**src/rtl/usr_sequencer.sv**
```systemverilog
// -----------------------------------------------------------------------------
// usr_sequencer
//
// Command-driven controller for the 4-bit universal shift register (USR).
// It accepts one transmit or receive command at a time over a valid/ready
// handshake. It then drives the USR load / shift_mode / din controls so that:
//   TX : the word is parallel-loaded, then shifted out serially. tx_bit_valid
//        marks the cycles on which the USR serial output carries a data bit.
//   RX : rx_sample strobes WIDTH serial-input samples. The parallel word is
//        then captured from the USR and presented with a one-cycle rx_valid.
//
// Ports
//   clk            system clock, rising edge
//   reset          asynchronous, active-high reset
//   cmd_valid      command offered
//   cmd_ready      sequencer can accept a command (IDLE only)
//   cmd_op         00 TX-left, 01 TX-right, 10 RX-left, 11 RX-right
//   cmd_data       TX word (ignored for RX)
//   usr_load       USR parallel load
//   usr_shift_mode USR shift mode (111 = hold, outputs zero)
//   usr_din        USR parallel data in
//   usr_dout       USR parallel data out
//   tx_bit_valid   USR serial out carries a valid TX bit this cycle
//   rx_sample      USR samples its serial input at the end of this cycle
//   rx_valid       one-cycle pulse, rx_data valid
//   rx_data        captured RX word, held until the next capture
//   busy           sequencer is not IDLE
// -----------------------------------------------------------------------------
module usr_sequencer #(
    parameter int WIDTH = 4,
    parameter int CNT_W = $clog2(WIDTH + 1)
) (
    input  logic             clk,
    input  logic             reset,
    input  logic             cmd_valid,
    output logic             cmd_ready,
    input  logic [1:0]       cmd_op,
    input  logic [WIDTH-1:0] cmd_data,
    output logic             usr_load,
    output logic [2:0]       usr_shift_mode,
    output logic [WIDTH-1:0] usr_din,
    input  logic [WIDTH-1:0] usr_dout,
    output logic             tx_bit_valid,
    output logic             rx_sample,
    output logic             rx_valid,
    output logic [WIDTH-1:0] rx_data,
    output logic             busy
);

    localparam logic [CNT_W-1:0] LAST_BIT  = CNT_W'(WIDTH - 1);
    localparam logic [2:0]       MODE_HOLD = 3'b111;

    typedef enum logic [2:0] {
        IDLE,
        TX_LOAD,
        TX_SHIFT,
        RX_SHIFT,
        RX_CAPTURE
    } state_t;

    state_t             state;
    state_t             state_nxt;
    logic [CNT_W-1:0]   cnt;
    logic [CNT_W-1:0]   cnt_nxt;
    logic [1:0]         op_q;
    logic [WIDTH-1:0]   data_q;
    logic               accept;

    // Translate a command opcode into the USR shift mode that implements it.
    function automatic logic [2:0] map_mode(input logic [1:0] op);
        logic [2:0] mode;
        case (op)
            2'b00:   mode = 3'b011;   // PISO shift left  (MSB out first)
            2'b01:   mode = 3'b100;   // PISO shift right (LSB out first)
            2'b10:   mode = 3'b001;   // SIPO shift left
            default: mode = 3'b010;   // SIPO shift right
        endcase
        return mode;
    endfunction

    // cmd_ready is high exactly in IDLE, so this is the handshake.
    assign accept = (state == IDLE) && cmd_valid;

    // -------------------------------------------------------------------------
    // State register
    // -------------------------------------------------------------------------
    always_ff @(posedge clk or posedge reset) begin
        if (reset) begin
            state <= IDLE;
            cnt   <= '0;
        end else begin
            state <= state_nxt;
            cnt   <= cnt_nxt;
        end
    end

    // -------------------------------------------------------------------------
    // Next-state logic
    // -------------------------------------------------------------------------
    always_comb begin
        state_nxt = state;
        cnt_nxt   = cnt;
        case (state)
            IDLE: begin
                if (accept) begin
                    state_nxt = cmd_op[1] ? RX_SHIFT : TX_LOAD;
                    cnt_nxt   = '0;
                end
            end
            TX_LOAD: begin
                state_nxt = TX_SHIFT;
                cnt_nxt   = '0;
            end
            TX_SHIFT: begin
                if (cnt == LAST_BIT) begin
                    state_nxt = IDLE;
                    cnt_nxt   = '0;
                end else begin
                    cnt_nxt = cnt + 1'b1;
                end
            end
            RX_SHIFT: begin
                if (cnt == LAST_BIT) begin
                    state_nxt = RX_CAPTURE;
                    cnt_nxt   = '0;
                end else begin
                    cnt_nxt = cnt + 1'b1;
                end
            end
            RX_CAPTURE: begin
                state_nxt = IDLE;
            end
            default: begin
                state_nxt = IDLE;
                cnt_nxt   = '0;
            end
        endcase
    end

    // -------------------------------------------------------------------------
    // Output decode: depends on state and latched command only, never on cmd_*.
    // -------------------------------------------------------------------------
    always_comb begin
        cmd_ready      = 1'b0;
        usr_load       = 1'b0;
        usr_shift_mode = MODE_HOLD;
        usr_din        = '0;
        tx_bit_valid   = 1'b0;
        rx_sample      = 1'b0;
        busy           = 1'b1;
        case (state)
            IDLE: begin
                cmd_ready = 1'b1;
                busy      = 1'b0;
            end
            TX_LOAD: begin
                usr_load       = 1'b1;
                usr_din        = data_q;
                usr_shift_mode = map_mode(op_q);
            end
            TX_SHIFT: begin
                usr_shift_mode = map_mode(op_q);
                tx_bit_valid   = 1'b1;
            end
            RX_SHIFT: begin
                usr_shift_mode = map_mode(op_q);
                rx_sample      = 1'b1;
            end
            RX_CAPTURE: begin
                // The mode stays active so usr_dout shows the register. The
                // extra shift this causes at the capture edge is harmless.
                usr_shift_mode = map_mode(op_q);
            end
            default: begin
                busy = 1'b0;
            end
        endcase
    end

    // -------------------------------------------------------------------------
    // Command latch and RX capture
    // -------------------------------------------------------------------------
    always_ff @(posedge clk or posedge reset) begin
        if (reset) begin
            op_q     <= '0;
            data_q   <= '0;
            rx_data  <= '0;
            rx_valid <= 1'b0;
        end else begin
            if (accept) begin
                op_q   <= cmd_op;
                data_q <= cmd_data;
            end
            rx_valid <= (state == RX_CAPTURE);
            if (state == RX_CAPTURE) begin
                rx_data <= usr_dout;
            end
        end
    end

endmodule

```
**config.mk**
```make
export PLATFORM = sky130hd
export DESIGN_NAME = usr_sequencer
export DESIGN_NICKNAME = d
export VERILOG_FILES = /design/src/rtl/usr_sequencer.sv
export SDC_FILE = /design/constraint.sdc
export NUM_CORES = 1
export LEC_CHECK = 0
export CAP_MARGIN = 10
export CORE_MARGIN = 4
export CORE_UTILIZATION = 43
export DETAILED_ROUTE_END_ITERATION = 6
export GPL_TIMING_DRIVEN = 0
export PLACE_DENSITY = 0.82
export SLEW_MARGIN = 20
export SYNTH_ARGS = -nofsm -noshare
export SYNTH_HDL_FRONTEND = slang
export SYNTH_SLANG_ARGS = --single-unit
```
**constraint.sdc**
```tcl
create_clock -name clk -period 1.8 [get_ports clk]
set_clock_uncertainty 0.15 [all_clocks]
set_input_delay 0.36 -clock clk [delete_from_list [all_inputs] [get_ports clk]]
set_output_delay 0.36 -clock clk [all_outputs]
set_load 0.03 [all_outputs]
```
==> impl_metrics.tcl <==
set metrics [dict create \
    status "finished with violations" \
    violations "setup timing" \
    grt_usage_pct 14.2 \
    netlist_instances 71 \
    crit_chain "nor2_4, xnor2_4, buf_2" \
    diodes 0 \
    hold_viol_final 0 \
    critPathMaxStageDelay_ps 500 \
    critPathKind "reg2out" \
    first_pass_iters 4 \
    grt_setup_unrepaired "true" \
    maxCapViolCount 0 \
    clkLatencyLatePin_ps 290 \
    start_util_pct 46.7 \
    dpl.hpwl_mm 1.24 \
    antenna_found_initial 0 \
    synth-edff-count 0 \
    ys_seq_area_share_pct 51.1 \
    finish.instance_area_um2 1350 \
    p_per_area_nw_per_um2 1720 \
    postRouteAntennaNets 0 \
    period_minus_slack_ps 1890 \
    drc 0 \
    vias_per_cell 4.99 \
    grt_max_degree 18 \
    tightest_slew_ps 628 \
    cp.required_ps 1290 \
    start_kind "register" \
    nFillCells 109 \
    synth_async_sr_flop_share_pct 100 \
    num_vias 694 \
    synth_flop_cell "dfrtp_1" \
    fin_total_pwr_mw 2.33 \
    drt_wl_total_mm 2.21 \
    clockBufferDepth 2 \
    die_h_um 52.0 \
    clock_sinks 17 \
    syn_nets 88 \
    globalplace.congestion 0.733 \
    cp_slowest_cell "dfrtp_2" \
    synthToLayoutAreaGrowth_pct 62.1 \
    worstHoldPathType "in2async" \
    path_max_fanout 6 \
    ys_seq_elements 17 \
    met2WireLength_mm 1.24 \
    highest_layer "met4" \
    post-place-ws_ps -394 \
    yosysWarnings 0 \
    critPathArrivalTime_ps 1380 \
    ios 30 \
    row_count 15 \
    cts_max_level 1 \
    placed_cell_area_um2 1170 \
    max-slew-margin-rel_pct 58.1 \
    setup_viol_count_final 9 \
    slew_viol_final 0 \
    drive_gt1_share_pct 43.9 \
    coreArea_um2 1780 \
    hold_buffers 0 \
    grt_first_pass_wirelength_mm 2.93 \
    period_share_pct 105 \
    p_leak_nw 0.653 \
    yosys-top-cells-area "dfrtp_1 (51%), mux2_4 (7.2%), ha_1 (6.0%)" \
    synth_top_area_share_pct 51.1 \
    cts_tree "yes" \
    yosysTopAreaCell "dfrtp_1" \
    wl_met3_um 142 \
    drt_iter0_markers 5 \
    ir_drop_uv 1110 \
    synth_cell_types 26 \
    final_nets 132 \
    grt-ovfl-total 0 \
    cts.clk_slew.worst_paths_ps 110 \
    cts_made_buffers 3 \
    max_freq_mhz 530 \
    cp-end-kind "output pin" \
    wl_per_cell_um 15.9 \
    die_w_um 52.0 \
    grt_pass1_vias 714 \
    cts-root-buf "clkbuf_4" \
    netlist_area_um2 832 \
    dieArea_um2 2700 \
    io_buffers 29 \
    postSynthAreaPerCell_um2 11.7 \
    fin_ws_ps -87.8 \
    met1Wirelength_um 785 \
]
[metrics by stage]
step	setup TNS [ps]	hold slack, ps	utilization, %	cells
6_report	-480	282	75.6	139
5_1_grt	-1320	324	75.6	139
4_1_cts	-303	322	68.7	133
3_5_place_dp	-3660	337	65.5	125
3_3_place_gp	-3440	332	65.5	125
2_1_floorplan	-127	136	-	71
[Yosys cell counts (2+ instances only)]
| master | n |
|---|---|
| nand2b_1 | 2 |
| inv_1 | 5 |
| mux2_2 | 4 |
| nor2_1 | 6 |
| o21ai_0 | 2 |
| nor2b_1 | 2 |
| and3_1 | 4 |
| and2_1 | 2 |
| nand2_1 | 4 |
| mux2_4 | 4 |
| nand3_1 | 2 |
| dfrtp_1 | 17 |
| ha_1 | 4 |
[cells by family (layout without fill, tap and decap cells)]
logic type	Yosys count	after routing	share of synthesized area, %
buf+inv	7	50	4.21
compound gates	8	8	7.07
xor+xnor	1	1	1.05
flops	17	17	51.1
simple gates	26	26	17.9
fa+ha+maj	4	4	6.02
mux	8	8	12.6
[final timing paths]
check                                start    endpoint  slack, ps  cells past startpoint
worst max register to register    state[0]   data_q[1]         40                      6
min in group clk                rx_data[2]  rx_data[2]        360                      1
max in group asynchronous            reset    state[1]        770                      2
worst min register to register  rx_data[2]  rx_data[2]        360                      1
worst max-delay path              state[1]        busy        -90                      3
worst min-delay path                 reset  rx_data[2]        280                      2
[cells in the final DEF, fill, tap and decap left out, types with 2 or more instances in the layout]
cell,n
and2_4,2
and3_4,3
clkbuf_4,3
nand2b_1,2
dlygate4sd2_1,4
clkdlybuf4s50_1,12
nand3_1,2
nand2_1,3
nor2_1,4
dfrtp_1,15
nor2_4,2
inv_1,5
mux2_4,4
ha_1,4
nor3_4,2
buf_6,13
buf_4,9
o21ai_0,2
mux2_2,4
dfrtp_2,2
[what timing repair did]
item,CTS,global route
cloned,0,0
setup buffers,4,6
pin swaps,1,5
setup endpoints to repair,16,13
gates resized for setup,83,26
[layout make-up]
cell class	count	area, um^2	area share (%)
flip-flops and latches	17	428	31.7
multi-input cells	47	437	32.4
inverters	5	18.8	1.39
plain buffers	2	22.5	1.67
clock inverters	1	5.00	0.371
repair buffers	39	384	28.5
well taps	25	31.3	2.32
clock buffers	3	22.5	1.67
[registers in the layout, indices dropped and copies added (netlist names)]
signal	cells
cnt	3
data_q	4
op_q	2
rx_data	4
rx_valid	1
state	3
[where the power goes]
part	internal [mW]	switching [mW]
Sequential	0.540	0.112
Clock	0.0825	0.128
Combinational	0.709	0.754
[metal layers]
layer	global-route usage, %	vias to the layer above
met1	16.2	332
met3	2.01	4
met2	26.6	28
met4	4.80	0
met5	0	-
li1	-	330
[worst max-delay path: cells and delay by family (launching register included)]
family	cells	cell delay [ps]
buf+inv	1	230
xor+xnor	1	160
simple gates	1	210
flops	1	500
(Power assumes the default switching activity.)
==> edit 1 (config.mk and constraints unchanged) <==
The 5 states of `state_t` get a one-hot encoding in 5 bits.
--- a/src/rtl/usr_sequencer.sv
+++ b/src/rtl/usr_sequencer.sv
@@ -50,12 +50,12 @@
     localparam logic [CNT_W-1:0] LAST_BIT  = CNT_W'(WIDTH - 1);
     localparam logic [2:0]       MODE_HOLD = 3'b111;
 
-    typedef enum logic [2:0] {
-        IDLE,
-        TX_LOAD,
-        TX_SHIFT,
-        RX_SHIFT,
-        RX_CAPTURE
+    typedef enum logic [4:0] {
+        IDLE       = 5'b00001,
+        TX_LOAD    = 5'b00010,
+        TX_SHIFT   = 5'b00100,
+        RX_SHIFT   = 5'b01000,
+        RX_CAPTURE = 5'b10000
     } state_t;
 
     state_t             state;
Check against the original RTL: same outputs for any inputs over 10 cycles, from zero or initial values and one cycle with reset high; not proved beyond that.
==> edit 1 against the unedited design <==
The flow still finishes with violations (setup timing); wire length increased by 13%; worst setup slack got worse by 0.22 ns; first-iteration DRC count increased by 40%; final area increased by 22%; area after synthesis increased by 25%; total power increased by 13%; combinational power increased by 18%; sequential cell count increased by 2; largest power group unchanged; highest routed layer unchanged.
==> edit 1: results (changes against the unedited design) <==
- Post-CTS setup buffers: 10 (was 4)
- Final-layout fill cell count: 159 (was 109)
- Mapped Nets: 106 (was 88)
- Worst reg2reg path endpoint: rx_data[0] (was data_q[1])
- Synth Area in Adders: 4.82% (was 6.02%)
- Failing checks: setup timing (unchanged)
- Reg2reg start: state[2] (was state[0])
- Dpl cell area: 0.00138 mm^2 (was 0.00117 mm^2)
- Via count: 839 (was 694)
- Synth top area cells: dfrtp_1 43%, mux2_1 11%, ha_1 4.8% (was dfrtp_1 51%, mux2_4 7.2%, ha_1 6.0%)
- Post-synthesis mux area share: 11.8% (was 12.6%)
- Min Hold Slack: 0.330 ns (was 0.282 ns)
- Setup_tns: -4.03 ns (was -0.480 ns)
- Total detailed-routing wirelength: 2.51 mm (was 2.21 mm)
- Xor and xnor area share after synthesis: 1.69% (was 1.05%)
- Flop-to-flop setup slack: -0.20 ns (was 0.04 ns)
- CP peak stage delay: 0.40 ns (was 0.50 ns)
- Setup Viol. Count Final: 22 (was 9)
- First-pass GRT wire length: 3.88 mm (was 2.93 mm)
- Setup ws final: -0.307 ns (was -0.0878 ns)
- GPL Wtd Cong: 0.797 (was 0.733)
- Drt wl/cell: 15.3 um (was 15.9 um)
- Lkg Pwr: 0.000813 uW (was 0.000653 uW)
- Cts repair resizes: 104 (was 83)
- Initial DRC count: 7 (was 5)
- Seq/Total Area, Yosys: 45.9% (was 51.1%)
- Worst-Margin Slew: 0.707 ns (was 0.628 ns)
- Run status: finished with violations (unchanged)
[edit 1: cell types whose count changed after synthesis, moves of 3 or more]
cell,change
and3_1,-4
o21ai_1,+3
nor3_1,+3
mux2_2,-4
mux2_1,+10
and2_1,+3
nand2_1,-4
mux2_4,-4
[edit 1: layer usage]
layer  share of wire, %  routed length [um]  vias up
met1                 43                1080      413
met2                 52                1300       21
met3                4.2                 104        2
met5                  0                   0        -
li1                   -                   -      403
met4               0.56                  14        0
[edit 1: area by class of cell]
class,instances,share of cell area [%]
Inverter,6,1.37
Timing Repair Buffer,44,25.5
Sequential cell,19,29.0
Multi-Input combinational cell,58,37.0
Clock buffer,4,1.60
Buffer,5,3.42
Tap cell,28,2.13
[edit 1: power breakdown]
part           switching (uW)  internal, uW  total (uW)
clock network             121          85.9         207
logic                     832           900        1730
registers                 100           592         692
==> edit 2 (same settings) <==
Without the edit above. Change the parameter `WIDTH` from 4 to 8.
--- a/src/rtl/usr_sequencer.sv
+++ b/src/rtl/usr_sequencer.sv
@@ -27,7 +27,7 @@
 //   busy           sequencer is not IDLE
 // -----------------------------------------------------------------------------
 module usr_sequencer #(
-    parameter int WIDTH = 4,
+    parameter int WIDTH = 8,
     parameter int CNT_W = $clog2(WIDTH + 1)
 ) (
     input  logic             clk,
Ports: changed (resized cmd_data, rx_data, usr_din and usr_dout); port bits go from 30 to 46. The function was not compared with the original's and may differ.
==> edit 2 against the unedited design <==
The run still ends with setup timing left; final area up 46%; die area up 36%; critical path depth up 1; worst setup slack worse by 0.064 ns; core utilization up 1.1 points; global-route usage up 2.7 points; wire length up 46%; via count up 45%; non-clock buffer count up 15; area after synthesis up 44%; sequential cell count up 9; total power up 37%; critical path type unchanged; largest cell class is now flip-flops and latches; largest power group unchanged.
==> edit 2: results (changes against the unedited design) <==
- DP Cell Count: 173 (was 125)
- Layout cells sized above 1: 44.2% (was 43.9%)
- Asr flop ratio synth: 100% (unchanged)
- Worst VDD drop: 0.00132 V (was 0.00111 V)
- Drt first pass iters: 6 (was 4)
- CP Max Fanout: 6 (unchanged)
- Mapped Nets: 123 (was 88)
- Endpoints failing hold: 0 (unchanged)
- Final-layout fill cell count: 170 (was 109)
- Initial antenna violation count: 0 (unchanged)
- Synth top area cells: dfrtp_1 54%, mux2_2 14%, and3_1 5.2% (was dfrtp_1 51%, mux2_4 7.2%, ha_1 6.0%)
- CTS H-tree lvls: 1 (unchanged)
- CTS root buf: clkbuf_4 (unchanged)
- Lkg Pwr: 0.000983 uW (was 0.000653 uW)
- Dpl cell area: 0.00174 mm^2 (was 0.00117 mm^2)
- Hold Crit Class: flip-flop to flip-flop (was primary input to asynchronous set/reset pin)
- Setup_tns: -1.77 ns (was -0.480 ns)
- Clock transition at path regs: 0.14 ns (was 0.11 ns)
- Port Buf Inserts: 45 (was 29)
- Largest net degree at the start of global routing: 27 (was 18)
- Seq/Total Area, Yosys: 54.4% (was 51.1%)
- Hold Crit Depth: 1
- Clk Latency, worst-skew pair: 0.32 ns (was 0.29 ns)
- Num CTS Buffers: 3 (unchanged)
- GR Util All Layers: 16.8% (was 14.2%)
- GPL Wtd Cong: 0.788 (was 0.733)
- Worst reg2reg path endpoint: data_q[1] (unchanged)
- Post-synth top cells: 26 x dfrtp_1, 15 x mux2_2, 10 x and3_1 (was 17 x dfrtp_1, 6 x nor2_1, 5 x inv_1)
- Drt wl/cell: 17.4 um (was 15.9 um)
- Critical path endpoint: usr_shift_mode[2] (was busy)
- CTS max path bufs: 2 (unchanged)
- Count of warnings emitted by yosys: 0 (unchanged)
- Total of max-cap violations: 0 (unchanged)
- Synthesized instance count: 98 (was 71)
- Top Registers: data_q: 8 flops, rx_data: 8 flops, cnt: 4 flops (was data_q: 4 flops, rx_data: 4 flops)
- Failing checks: setup timing (unchanged)
- Crit path from: state[1] (unchanged)
- HP Start: rx_data[6]
- Final core utilization: 76.7% (was 75.6%)
- Setup ws final: -0.152 ns (was -0.0878 ns)
- First-pass GRT wire length: 4.59 mm (was 2.93 mm)
- Via density: 5.39 (was 4.99)
- Run status: finished with violations (unchanged)
- Flop-to-flop setup slack: -0.02 ns (was 0.04 ns)
- Worst-Margin Slew: 0.954 ns (was 0.628 ns)
- Pint: 1870 uW (was 1330 uW)
- Worst Reg-to-Reg Cells: 5 (was 6)
- Post-layout nets: 182 (was 132)
- Synth cell types: 30 (was 26)
- Dpl ws: -0.540 ns (was -0.394 ns)
- Setup Viol. Count Final: 18 (was 9)
- Final Non-Filler Cells: 186 (was 139)
- Critical path data arrival time: 1.44 ns (was 1.38 ns)
- Initial DRC count: 41 (was 5)
- Vias in the first global route: 1032 (was 714)
- Detailed-placement wirelength estimate: 2.04 mm (was 1.24 mm)
- Ant. Diodes: 0 (unchanged)
==> edit 2: changes by cell type in the layout (fill, tap and decap cells not counted), sizes merged, moves of 5 or more <==
cell | before | now
dfrtp | 17 | 26
clkdlybuf4s50 | 12 | 20
mux2 | 8 | 16
and3 | 4 | 10
dlygate4sd2 | 4 | 9
==> edit 2: repair_timing <==
item,4_1_cts,5_1_grt
buffers inserted,3,5
hold endpoints to repair,0,0
resized for setup,129,15
pin swaps,7,10
setup endpoints to repair,25,31
hold buffers,0,0
gates cloned,1,0
==> edit 2: worst max-delay path: stages (launching register included) <==
cell      delay, ns
dfrtp_2        0.53
nor2_4         0.20
xnor2_4        0.15
nand2b_1       0.10
buf_6          0.14
==> edit 2: worst min path at each step <==
| stage | endpoint | slack [ns] |
|---|---|---|
| 4_1_cts | rx_data[6] | 0.37 |
| 3_3_place_gp | data_q[7] | 0.34 |
| 6_report | rx_data[6] | 0.37 |
| 5_1_grt | rx_data[7] | 0.40 |
| 2_1_floorplan | cnt[0] | 0.25 |
| 3_5_place_dp | data_q[6] | 0.34 |
==> edit 2: metrics by stage <==
step | total power [uW] | hold slack [ns]
2_1_floorplan | 1960 | 0.250
3_3_place_gp | 2470 | 0.335
6_report | 3180 | 0.367
4_1_cts | 2960 | 0.373
3_5_place_dp | 2530 | 0.341
5_1_grt | 3350 | 0.401
==> edit 2: per-layer routing <==
layer,share of wire [%],wire length [um],vias up,track usage [%]
met4,1.5,48,0,3.72
li1,-,-,458,-
met5,0,0,-,0
met1,39,1250,498,20.3
met3,8.2,265,6,7.66
met2,52,1680,41,27.8
==> edit 2: area by class of cell <==
type                            instances  area share [%]
Clock buffer                            4            1.84
Tap cell                               30            1.91
Multi-Input combinational cell         65            32.7
Sequential cell                        26            33.2
Timing Repair Buffer                   53            27.5
Buffer                                  3            1.97
Inverter                                5           0.953
==> edit 2: power by group through the flow <==
stage | registers [uW] | logic (uW) | clock network (uW)
floorplan | 980 | 978 | 0
CTS | 957 | 1700 | 307
detailed placement | 945 | 1580 | 0
finish | 966 | 1920 | 293
global route | 985 | 2040 | 326
global placement | 931 | 1540 | 0
==> edit 2: cell families (layout without fill, tap and decap cells) <==
family                   Yosys count  after routing  synth area share [%]
buffers and inverters              8             65                  2.93
multiplexers                      16             16                  15.1
AND/OR/NAND/NOR                   32             33                  16.2
adder cells (fa/ha/maj)            4              4                  4.18
AO/OA/AOI/OAI                     10             10                  5.75
flip-flops                        26             26                  54.4
XOR/XNOR                           2              2                  1.46
